[src/rtl/instr_mem_responder.sv]
// rtl/instr_mem_responder.sv - direct-mapped one-word-per-line instruction cache responder
//
// Ports:
//   iClk, iRst_n          clock; asynchronous active-low reset
//   iInstrMemAddress      fetch word address, held by the requester until oInstrMemReady
//   iInstrMemValid        fetch request present
//   iFlush                invalidate every line (takes effect the following cycle)
//   oInstrMemData         returned instruction word, holds its value between responses
//   oInstrMemReady        single-cycle response strobe
//   oMemAddr, oMemRead    backing-memory read request, held until iMemAck
//   iMemData, iMemAck     backing-memory read data and one-cycle completion
//   oHitCount, oMissCount wrapping request statistics
module instr_mem_responder #(
  parameter int INDEX_BITS = 3,
  parameter int CNT_W      = 16
) (
  input  logic             iClk,
  input  logic             iRst_n,
  input  logic [31:0]      iInstrMemAddress,
  input  logic             iInstrMemValid,
  input  logic             iFlush,
  output logic [31:0]      oInstrMemData,
  output logic             oInstrMemReady,
  output logic [31:0]      oMemAddr,
  output logic             oMemRead,
  input  logic [31:0]      iMemData,
  input  logic             iMemAck,
  output logic [CNT_W-1:0] oHitCount,
  output logic [CNT_W-1:0] oMissCount
);

  localparam int LINES = 1 << INDEX_BITS;
  localparam int TAG_W = 32 - INDEX_BITS;

  typedef enum logic [0:0] {
    IDLE     = 1'b0,
    WAIT_MEM = 1'b1
  } state_t;

  state_t state;
  state_t stateNext;

  logic [LINES-1:0] validBits;
  logic [TAG_W-1:0] tagMem  [LINES];
  logic [31:0]      dataMem [LINES];

  // Remembers a flush seen while the refill was outstanding, so the
  // fetched word is returned but never installed as a stale line.
  logic flushSeen;

  logic [INDEX_BITS-1:0] reqIndex;
  logic [TAG_W-1:0]      reqTag;
  logic [INDEX_BITS-1:0] fillIndex;
  logic [TAG_W-1:0]      fillTag;
  logic                  accept;
  logic                  lineHit;
  logic                  hit;
  logic                  miss;
  logic                  ackTake;
  logic                  install;

  assign reqIndex  = iInstrMemAddress[INDEX_BITS-1:0];
  assign reqTag    = iInstrMemAddress[31:INDEX_BITS];
  // The refill address is the latched request, so install uses oMemAddr.
  assign fillIndex = oMemAddr[INDEX_BITS-1:0];
  assign fillTag   = oMemAddr[31:INDEX_BITS];

  // Blocking on oInstrMemReady stops a held request from being re-accepted
  // in its own response cycle, which limits throughput to one per 2 cycles.
  assign accept  = (state == IDLE) && iInstrMemValid && !oInstrMemReady;
  assign lineHit = validBits[reqIndex] && (tagMem[reqIndex] == reqTag) && !iFlush;
  assign hit     = accept && lineHit;
  assign miss    = accept && !lineHit;
  assign ackTake = (state == WAIT_MEM) && iMemAck;
  assign install = ackTake && !flushSeen && !iFlush;

  always_ff @(posedge iClk or negedge iRst_n) begin
    if (!iRst_n) begin
      state <= IDLE;
    end else begin
      state <= stateNext;
    end
  end

  always_comb begin
    stateNext = state;
    case (state)
      IDLE:     if (miss) stateNext = WAIT_MEM;
      WAIT_MEM: if (iMemAck) stateNext = IDLE;
      default:  stateNext = IDLE;
    endcase
  end

  always_ff @(posedge iClk or negedge iRst_n) begin
    if (!iRst_n) begin
      validBits      <= '0;
      oInstrMemReady <= 1'b0;
      oInstrMemData  <= '0;
      oMemRead       <= 1'b0;
      oMemAddr       <= '0;
      oHitCount      <= '0;
      oMissCount     <= '0;
      flushSeen      <= 1'b0;
    end else begin
      oInstrMemReady <= 1'b0;

      if (hit) begin
        oInstrMemReady <= 1'b1;
        oInstrMemData  <= dataMem[reqIndex];
        oHitCount      <= oHitCount + 1'b1;
      end

      if (miss) begin
        oMemAddr   <= iInstrMemAddress;
        oMemRead   <= 1'b1;
        oMissCount <= oMissCount + 1'b1;
        flushSeen  <= 1'b0;
      end

      if (state == WAIT_MEM) begin
        if (iFlush) begin
          flushSeen <= 1'b1;
        end
        if (iMemAck) begin
          oMemRead       <= 1'b0;
          oInstrMemReady <= 1'b1;
          oInstrMemData  <= iMemData;
        end
      end

      if (iFlush) begin
        validBits <= '0;
      end else if (install) begin
        validBits[fillIndex] <= 1'b1;
      end
    end
  end

  // Tag and data arrays are deliberately unreset; validBits alone define contents.
  always_ff @(posedge iClk) begin
    if (install) begin
      tagMem[fillIndex]  <= fillTag;
      dataMem[fillIndex] <= iMemData;
    end
  end

endmodule
[config.mk]
export PLATFORM = sky130hd
export DESIGN_NAME = instr_mem_responder
export DESIGN_NICKNAME = d
export VERILOG_FILES = /design/src/rtl/instr_mem_responder.sv
export SDC_FILE = /design/constraint.sdc
export NUM_CORES = 1
export LEC_CHECK = 0
export CAP_MARGIN = 5
export CORE_MARGIN = 4
export CORE_UTILIZATION = 50
export DETAILED_ROUTE_END_ITERATION = 8
export HOLD_SLACK_MARGIN = 0.08
export PLACE_DENSITY = 0.69
export SLEW_MARGIN = 15
export SYNTH_ARGS = -nofsm -noshare
export SYNTH_HDL_FRONTEND = slang
export SYNTH_SLANG_ARGS = --single-unit
[constraint.sdc]
create_clock -name iClk -period 5.6 [get_ports iClk]
set_input_delay 0.84 -clock iClk [delete_from_list [all_inputs] [get_ports iClk]]
set_output_delay 0.84 -clock iClk [all_outputs]
set_load 0.1 [all_outputs]
==> impl_metrics.toml, run 1 <==
[run_status]
status = "finished, final reports clean"

[sta]
skew_ns = 0.02064
min_period_ns = 4.037
tightestPinTransition_ns = 1.124
finalHoldViolations = 0
setup_viol = 0
rsz0062_at_grt = "no"
slew_headroom_pct = 24.85
slew_viol_final = 0
fmax_ghz = 0.2477
tns_ns = 0
layout_worst_path_cycle_share_pct = 72.09

[layout]
fin_area_um2 = 28070
final_cell_mix = "edfxtp_1, clkdlybuf4s50_1, dfrtp_1, mux4_2, mux2i_1"
fin_nets = 1516
final_common_cell = "edfxtp_1"
layout-drive-gt1-share_pct = 18.69
antennaDiodeCount = 0
area_growth_pct = 18.00
fillerInstances = 3426

[placement]
gp_congestion = 0.7345
dp_hpwl_um = 27500
dpl_cell_area_um2 = 26150
port_buffers = 166

[setup_path]
worst-endpoint-required_ns = 6.06
startpoint_type = "input port"
cp_max_fo = 96
critical_path_class = "input port to register"
worstPathArrival_ns = 4.49
crit_path_end_kind = "register"

[logic_synthesis]
synth_seq_cells = 596
synth_cell_type_count = 55
synth-seq-area-share_pct = 72.98
avgSynthCellArea_um2 = 18.83
synth_cells = 1263
async_flop_share_pct = 18.12
synth-main-ff-cell = "edfxtp_1"
synth_edf_count = 488
netlist_area_um2 = 23780
ys_warn_count = 0
syn-num-nets = 1334

[grt]
grt.overflow.total = 0
antenna_found_initial = 1
grtUsageTotal_pct = 19.76
grt_first_pass_wirelength_um = 77090
grt_pass1_vias = 12510
grt_max_degree = 97

[floorplanning]
rows = 79
initial_core_util_pct = 50.87
ios = 167
die_w_um = 226.1
die_h_um = 226.1
core_um2 = 46750
dieArea_um2 = 51120

[clock_tree]
cts_buffer_depth = 3
cts_tree = "yes"
clock-sinks = 596
insertion_delay_ns = 0.62
cts_buffers = 58
cts_setup_buffers = 0
clockRootBuffer = "clkbuf_16"
cts_resized = 0
hold_buffers = 0
cts_max_level = 2
clkTransAtPathRegs_ns = 0.06

[run]
maxCapViolations = 0

[drt]
routedWlPerCell_um = 24.24
ant_nets = 0
drt_iter0_markers = 1154
drt_pass1_iterations = 5
drcViolationCount = 0
dr_total_vias = 12360
met2_length_um = 24410
wl_met3_um = 3306
drt_wl_total_um = 50900
m1WireLength_um = 22470
highest_layer = "met5"
via_per_inst = 5.885

[min_path]
holdCritPathClass = "input port to async pin"

[power_and_ir_drop]
p_leak_nw = 9.664
power_density_nw_per_um2 = 424.0
max-vdd-ir-drop_v = 0.0003152
report_power, final:
group,internal (mW),leakage (nW),switching [mW]
sequential,5.21,5.74,0.284
combinational,0.666,2.99,1.83
clock,2.30,0.940,1.62
worst max-delay path: stages:
cell       delay (ns)
buf_4            0.52
buf_4            0.63
mux4_2           0.31
nor2_1           0.05
a2111oi_2        0.35
o21ai_1          0.13
nor4_2           0.36
nand4_4          0.16
buf_12           0.28
a2111oi_0        0.67
o31ai_1          0.13
metal layers:
metal	global-route usage, %	up-vias
met5	0	-
met2	31.32	400
met3	3.926	60
met4	3.771	2
li1	-	5443
met1	29.28	6454
cell families (layout without fill, tap and decap cells):
kind of cell | count (synthesis) | count (layout) | synth area share, %
xor+xnor | 46 | 46 | 1.694
simple gates | 188 | 188 | 4.340
buf+inv | 78 | 308 | 1.962
fa+ha+maj | 2 | 2 | 0.1052
compound gates | 154 | 154 | 5.303
mux | 199 | 199 | 13.62
flops | 596 | 596 | 72.98
cell type report:
type                            instances  area, um^2  share of cell area (%)
Clock buffer                           81        1588                   5.657
Inverter                                7       26.28                 0.09362
Sequential cell                       596       17360                   61.84
Multi-Input combinational cell        589        6041                   21.52
Timing Repair Buffer                  193        1962                   6.990
Tap cell                              607       759.5                   2.706
Clock inverter                         27       332.8                   1.186
stage by stage:
step                utilization [%]  worst slack [ns]  cells  power, mW  hold WS, ns
floorplan                         -             1.251   1263      7.351       0.4419
global placement              55.92            0.9853   1992      8.053       0.4546
detailed placement            55.92            0.9216   1992      8.091       0.4621
CTS                           60.03             1.549   2100      12.00       0.4216
global route                  60.03             1.327   2100      12.31       0.4398
finish                        60.03             1.563   2100      11.90       0.3855
cell usage after synthesis, types with 11 or more instances:
cell type  number  share of area [%]
edfxtp_1      488                 62
dfrtp_1       108                 11
mux4_2         94                8.9
mux2i_1        60                2.5
nand2_1        54               0.85
mux2_2         44                2.1
clkbuf_1       36               0.57
nor2b_1        36               0.95
o31ai_1        32                1.0
a2111oi_0      30                1.1
o21ba_1        28                1.2
xor2_1         28                1.0
xnor2_1        18               0.66
and3_1         15               0.39
nor2_1         15               0.24
a22oi_1        12               0.38
nand3_1        12               0.25
buf_2          11               0.23
buf_6          11               0.52
final timing paths:
kind | cells past startpoint | startpoint | slack, ns | endpoint
worst max-delay path | 11 | iInstrMemAddress[2] | 1.56 | oInstrMemData[3]
worst min-delay path | 1 | iRst_n | 0.39 | oMissCount[11]
worst max register to register | 9 | tagMem[6][4] | 2.22 | oInstrMemData[3]
worst min register to register | 1 | oMissCount[15] | 0.47 | oMissCount[15]
max in group asynchronous | 2 | iRst_n | 3.95 | oMemAddr[29]
min in group iClk | 1 | oMissCount[15] | 0.47 | oMissCount[15]
sequential cells by signal, indices dropped and copies added (netlist names):
register	cells
dataMem	256
flushSeen	1
oHitCount	16
oInstrMemData	32
oInstrMemReady	1
oMemAddr	32
oMemRead	1
oMissCount	16
state	1
tagMem	232
validBits	8
No activity file was read; power rests on OpenSTA's default activity.
==> inputs of run 2 (changes only) <==
==> constraint.sdc (replaced) <==
create_clock -name iClk -period 3.4 [get_ports iClk]
set_input_delay 0.51 -clock iClk [delete_from_list [all_inputs] [get_ports iClk]]
set_output_delay 0.51 -clock iClk [all_outputs]
set_load 0.1 [all_outputs]
==> run 2 against run 1 <==
Compared with the run above: die area unchanged; critical path type is now register to register; register-to-register slack got worse by 2.0 ns; critical endpoint is now oInstrMemData[12]; clock skew increased by 0.0059 ns; flip-flop and latch count unchanged; routed wire length increased by 2.9%; via count increased by 2.6%; clock-buffer cell count increased by 1; first-iteration DRC count decreased by 14%; design area increased by 2.5%; global-route usage increased by 0.83 points.
==> impl_metrics.toml, run 2 (synthesized netlist as in run 1, its figures left out) <==
[floorplanning]
die_w_um = 226.1
dieArea_um2 = 51120
die_h_um = 226.1
core_um2 = 46750
initial_core_util_pct = 50.87
ios = 167
rows = 79

[drt]
drcViolationCount = 0
ant_nets = 0
via_per_inst = 5.832
drt_wl_total_um = 52370
drt_pass1_iterations = 5
routedWlPerCell_um = 24.08
dr_total_vias = 12690
drt_iter0_markers = 996

[run]
maxCapViolations = 0

[placement]
port_buffers = 166
dp_hpwl_um = 31330
gp_congestion = 0.7887
dp_cells = 2057
dpl_cell_area_um2 = 26740
pre_cts_slack_ns = -0.2842

[power_and_ir_drop]
max-vdd-ir-drop_v = 0.0006253
power_density_nw_per_um2 = 687.5
p_int_mw = 13.54
power_switching_mw = 6.243
p_leak_nw = 10.15
p_total_mw = 19.78
power_frac_comb_pct = 20.8
seqPwrFrac_pct = 45.8
p_sw_share_pct = 31.56
clkPwrFrac_pct = 33.4

[layout]
final_cell_mix = "edfxtp_1, clkdlybuf4s50_1, dfrtp_1, buf_4, mux4_2"
largest_reg_flops = 256
area_growth_pct = 20.99
largestRegisters = "dataMem x256, tagMem x232"
seq_area_um2 = 17360
fillerInstances = 3383
largest_register = "dataMem"
layout-drive-gt1-share_pct = 25.27
final_cells = 2175
fin_area_um2 = 28780
multiInputGateArea_um2 = 6050
final_common_cell = "edfxtp_1"
postLayoutCoreUtil_pct = 61.55
fin_nets = 1585

[grt]
grt_first_pass_wirelength_um = 80030
grt_pass1_vias = 13130
antenna_found_initial = 1
grt.overflow.total = 0
grtUsageTotal_pct = 20.60
grt_max_degree = 59

[setup_path]
worstPathArrival_ns = 3.62
worst-endpoint-required_ns = 3.86
cpMaxStageDelayCell = "mux4_2"
critical_path_class = "register to register"
cpLargestDelayFamily = "multiplexers"
cpMostUsedCell = "buf_4"
critPathBufInv = 3
startpoint_type = "register"
cp.depth = 11
crit_path_end_kind = "register"
r2r_cells = 11
path_cells = "mux4_2, mux2i_1, xor2_1, o2111ai_1, nor4_2, buf_4, nand4_4, buf_12, buf_4, a2111oi_0, o31ai_1"
cp_max_fo = 17
cpPeakStageDelay_ns = 0.52

[run_status]
status = "finished, final reports clean"

[clock_tree]
cts_tree = "yes"
cts_buffer_depth = 3
cts_max_level = 2
clkTransAtPathRegs_ns = 0.06
cts_setup_buffers = 0
cts_buffers = 61
clockRootBuffer = "clkbuf_16"
insertion_delay_ns = 0.63
clock-sinks = 596

[sta]
rsz0062_at_grt = "no"
finalHoldViolations = 0
fmax_ghz = 0.3168
tightestPinTransition_ns = 1.045
skew_ns = 0.02652
hold_slack_ns = 0.4744
layout_worst_path_cycle_share_pct = 92.84
slew_headroom_pct = 30.15
setup_ws_ns = 0.2436
slew_viol_final = 0
setup_viol = 0
tns_ns = 0
min_period_ns = 3.156

[min_path]
holdCritPathClass = "register to register"
hold_path_depth = 1
run 2: cell types whose count changed in the layout (fill, tap and decap cells not counted), moves of 3 or more:
cell             previous run  this run
clkbuf_8                    5         8
clkinv_2                    8        17
clkbuf_16                  58        61
clkdlybuf4s50_1           162       125
buf_12                      8        24
buf_4                      21       107
clkbuf_1                   18        13
run 2: per-layer routing:
metal  routed length (um)  vias up  GRT usage, %
met3                 3202       64         3.666
met4                  844        0         4.556
met5                    0        -             0
met1                22210     6635         29.11
met2                26110      391         34.18
li1                     -     5595             -
run 2: power groups by stage:
| stage | clock [mW] | combinational [mW] | sequential [mW] |
|---|---|---|---|
| 4_1_cts | 6.74 | 4.15 | 9.06 |
| 6_report | 6.61 | 4.12 | 9.06 |
| 5_1_grt | 7.03 | 4.28 | 9.13 |
| 3_5_place_dp | 0 | 4.14 | 9.21 |
| 2_1_floorplan | 0 | 0.909 | 11.2 |
| 3_3_place_gp | 0 | 4.11 | 9.17 |
run 2: cell type report:
type / instances / area share, %
tap: 607 / 2.639
antenna: 1 / 0.008696
clock inverter: 34 / 1.144
sequential: 596 / 60.32
clock buffer: 82 / 5.857
multi-input combinational: 589 / 21.02
timing repair buffer: 259 / 8.922
inverter: 7 / 0.09131
run 2: worst paths after layout:
kind / from / endpoint / slack (ns)
max: tagMem[5][22] / oInstrMemData[12] / 0.24
min: oMissCount[15] / oMissCount[15] / 0.47
max reg2reg: tagMem[5][22] / oInstrMemData[12] / 0.24
min reg2reg: oMissCount[15] / oMissCount[15] / 0.47
max in group asynchronous: iRst_n / oInstrMemData[15] / 1.93
min in group asynchronous: iRst_n / oMissCount[8] / 0.60
run 2: worst reg2reg max path: cells and delay by family, from the launching register on:
family          cells  cell delay, ns
xor+xnor            1            0.19
compound gates      3            0.67
flops               1            0.39
mux                 2            0.71
simple gates        2            0.48
buf+inv             3            0.55
run 2: what timing repair did:
action	4_1_cts	5_1_grt
hold buffers	1	0
resized for setup	0	3
endpoints found under the setup margin	0	3
hold endpoints to repair	28	0
==> variant (settings of run 2) <==
`CNT_W`: 16 -> 18.
--- a/src/rtl/instr_mem_responder.sv
+++ b/src/rtl/instr_mem_responder.sv
@@ -14,3 +14,3 @@
   parameter int INDEX_BITS = 3,
-  parameter int CNT_W      = 16
+  parameter int CNT_W      = 18
 ) (
Ports: changed (resized oHitCount and oMissCount); port bits go from 167 to 171. No check against the original RTL was run, so the function may have changed too.
==> variant against run 2 <==
Wire length is 1.5% higher. Cell area is 0.19% higher. Synthesized area is 0.41% lower. First-iteration DRC count is 8.5% higher. Utilization is 0.25 points higher. Setup slack worse by 86 ps. Non-clock buffer count is 4 lower. Hold slack worse by 9.0 ps. Sequential cell count is 4 higher. Total power is 2.6% higher. Critical path type unchanged. Highest routed layer unchanged.
==> variant: results (changes against run 2) <==
status: "finished, final reports clean"
nets: 1634  # +3.1%
internal_power_w: 0.0140  # +3.2%
routed-wl-met3_um: 2840  # -11%
wire_per_inst_um: 23.9  # -0.74%
pre_cts_slack_ps: -308  # -23.4 ps
drive_above_1_share_pct: 23.0  # -2.3 points
pg_seq_w: 0.00917  # +1%
synth-xor-area-share_pct: 2.00  # +0.30 points
vias_in_the_first_global_route: 13450  # +2.5%
hold_path.class: "primary input to asynchronous set/reset pin"
vdd_ir_drop_max_mv: 0.506  # -19%
complex_gate_fraction_of_the_synthesized_area_pct: 2.27  # -3.0 points
post_synthesis_sequential_area_ratio_pct: 73.7  # +0.72 points
power.leakage_nw: 10.3  # +1.3%
synth_cell_type_count: 47  # -15%
critical_path_peak_fanout: 7  # -10
r2r-start: "tagMem[2][17]"
grt_use_met2_pct: 34.7  # +0.47 points
clock_skew_ps: 29.8  # +3.31 ps
grt_start_max_net_pins: 67  # +14%
worst-slew-pin-transition_ps: 1000  # -40.5 ps
grt_use_met3_pct: 3.54  # -0.13 points
wirelength_met1_um: 22200  # about the same
final_weighted_congestion_in_routability_driven_placement: 0.789  # about the same
syn_avg_cell_area_um2: 18.0  # -4.3%
buffer_ports.inserted: 170  # +2.4%
dp_hpwl_um: 31500  # +0.45%
dp_cells: 2106  # +2.4%
post_synth_fa_ha_maj_area_fraction_pct: 0.106  # +0.00043 points
initialDrtViolationCount: 1081  # +8.5%
synth.top_cells.by_area: "edfxtp_1 (62%), dfrtp_1 (12%), mux4_2 (10%)"
grt_use_met1_pct: 29.2  # +0.14 points
globalRouteTotalUtil_pct: 21.1  # +0.46 points
layoutNonFillerInstCount: 2224  # +2.3%
syn_nets: 1385  # +3.8%
postPlaceCellArea_um2: 26600  # -0.40%
muxShareOfSynthArea_pct: 14.4  # +0.77 points
-- variant: worst max-delay path, stage by stage, from the launching register on --
cell and delay [ps]:
edfxtp_1 370, mux4_2 480, a32oi_1 210, o2111ai_1 140, a211o_1 240, or4_4 530, buf_4 170, nor4_4 310
buf_6 220, buf_4 150, nand4_1 130, xnor2_1 160
-- variant: cells by family (layout without fill, tap and decap cells) --
kind of cell,Yosys count,count (layout)
AO/OA/AOI/OAI,74,74
XOR/XNOR,54,54
adder cells (fa/ha/maj),2,2
buffers and inverters,73,373
flip-flops,600,600
multiplexers,196,196
other,0,3
AND/OR/NAND/NOR,315,315
-- variant: cell type report --
type / instances / area, um^2 / area share [%]
diodes: 3 / 7.51 / 0.0260
clock buffers: 72 / 1580 / 5.46
clock inverters: 40 / 569 / 1.97
inverters: 6 / 22.5 / 0.0781
multi-input cells: 641 / 5970 / 20.7
flip-flops and latches: 600 / 17500 / 60.6
well taps: 607 / 759 / 2.63
repair buffers: 255 / 2470 / 8.56
-- variant: worst paths after layout --
check | end | slack [ps] | cells past startpoint
worst max-delay path | oHitCount[3] | 160 | 11
worst min-delay path | oMemAddr[31] | 470 | 2
worst max register to register | oHitCount[3] | 160 | 11
worst min register to register | validBits[0] | 480 | 1
max in group asynchronous | oMemAddr[1] | 2010 | 3
min in group iClk | validBits[0] | 480 | 1
-- variant: timing repair --
item,in CTS,in global routing
hold buffers,1,0
buffers inserted,0,1
endpoints found under the hold margin,43,0
gates resized for setup,0,4
endpoints found under the setup margin,0,31
-- variant: through the flow --
| step | TNS [ps] | power (W) |
|---|---|---|
| after floorplan | -300120 | 0.0122 |
| after global placement | -13060 | 0.0133 |
| after detailed placement | -17880 | 0.0134 |
| after CTS | 0 | 0.0205 |
| after global routing | 0 | 0.0210 |
| final | 0 | 0.0203 |
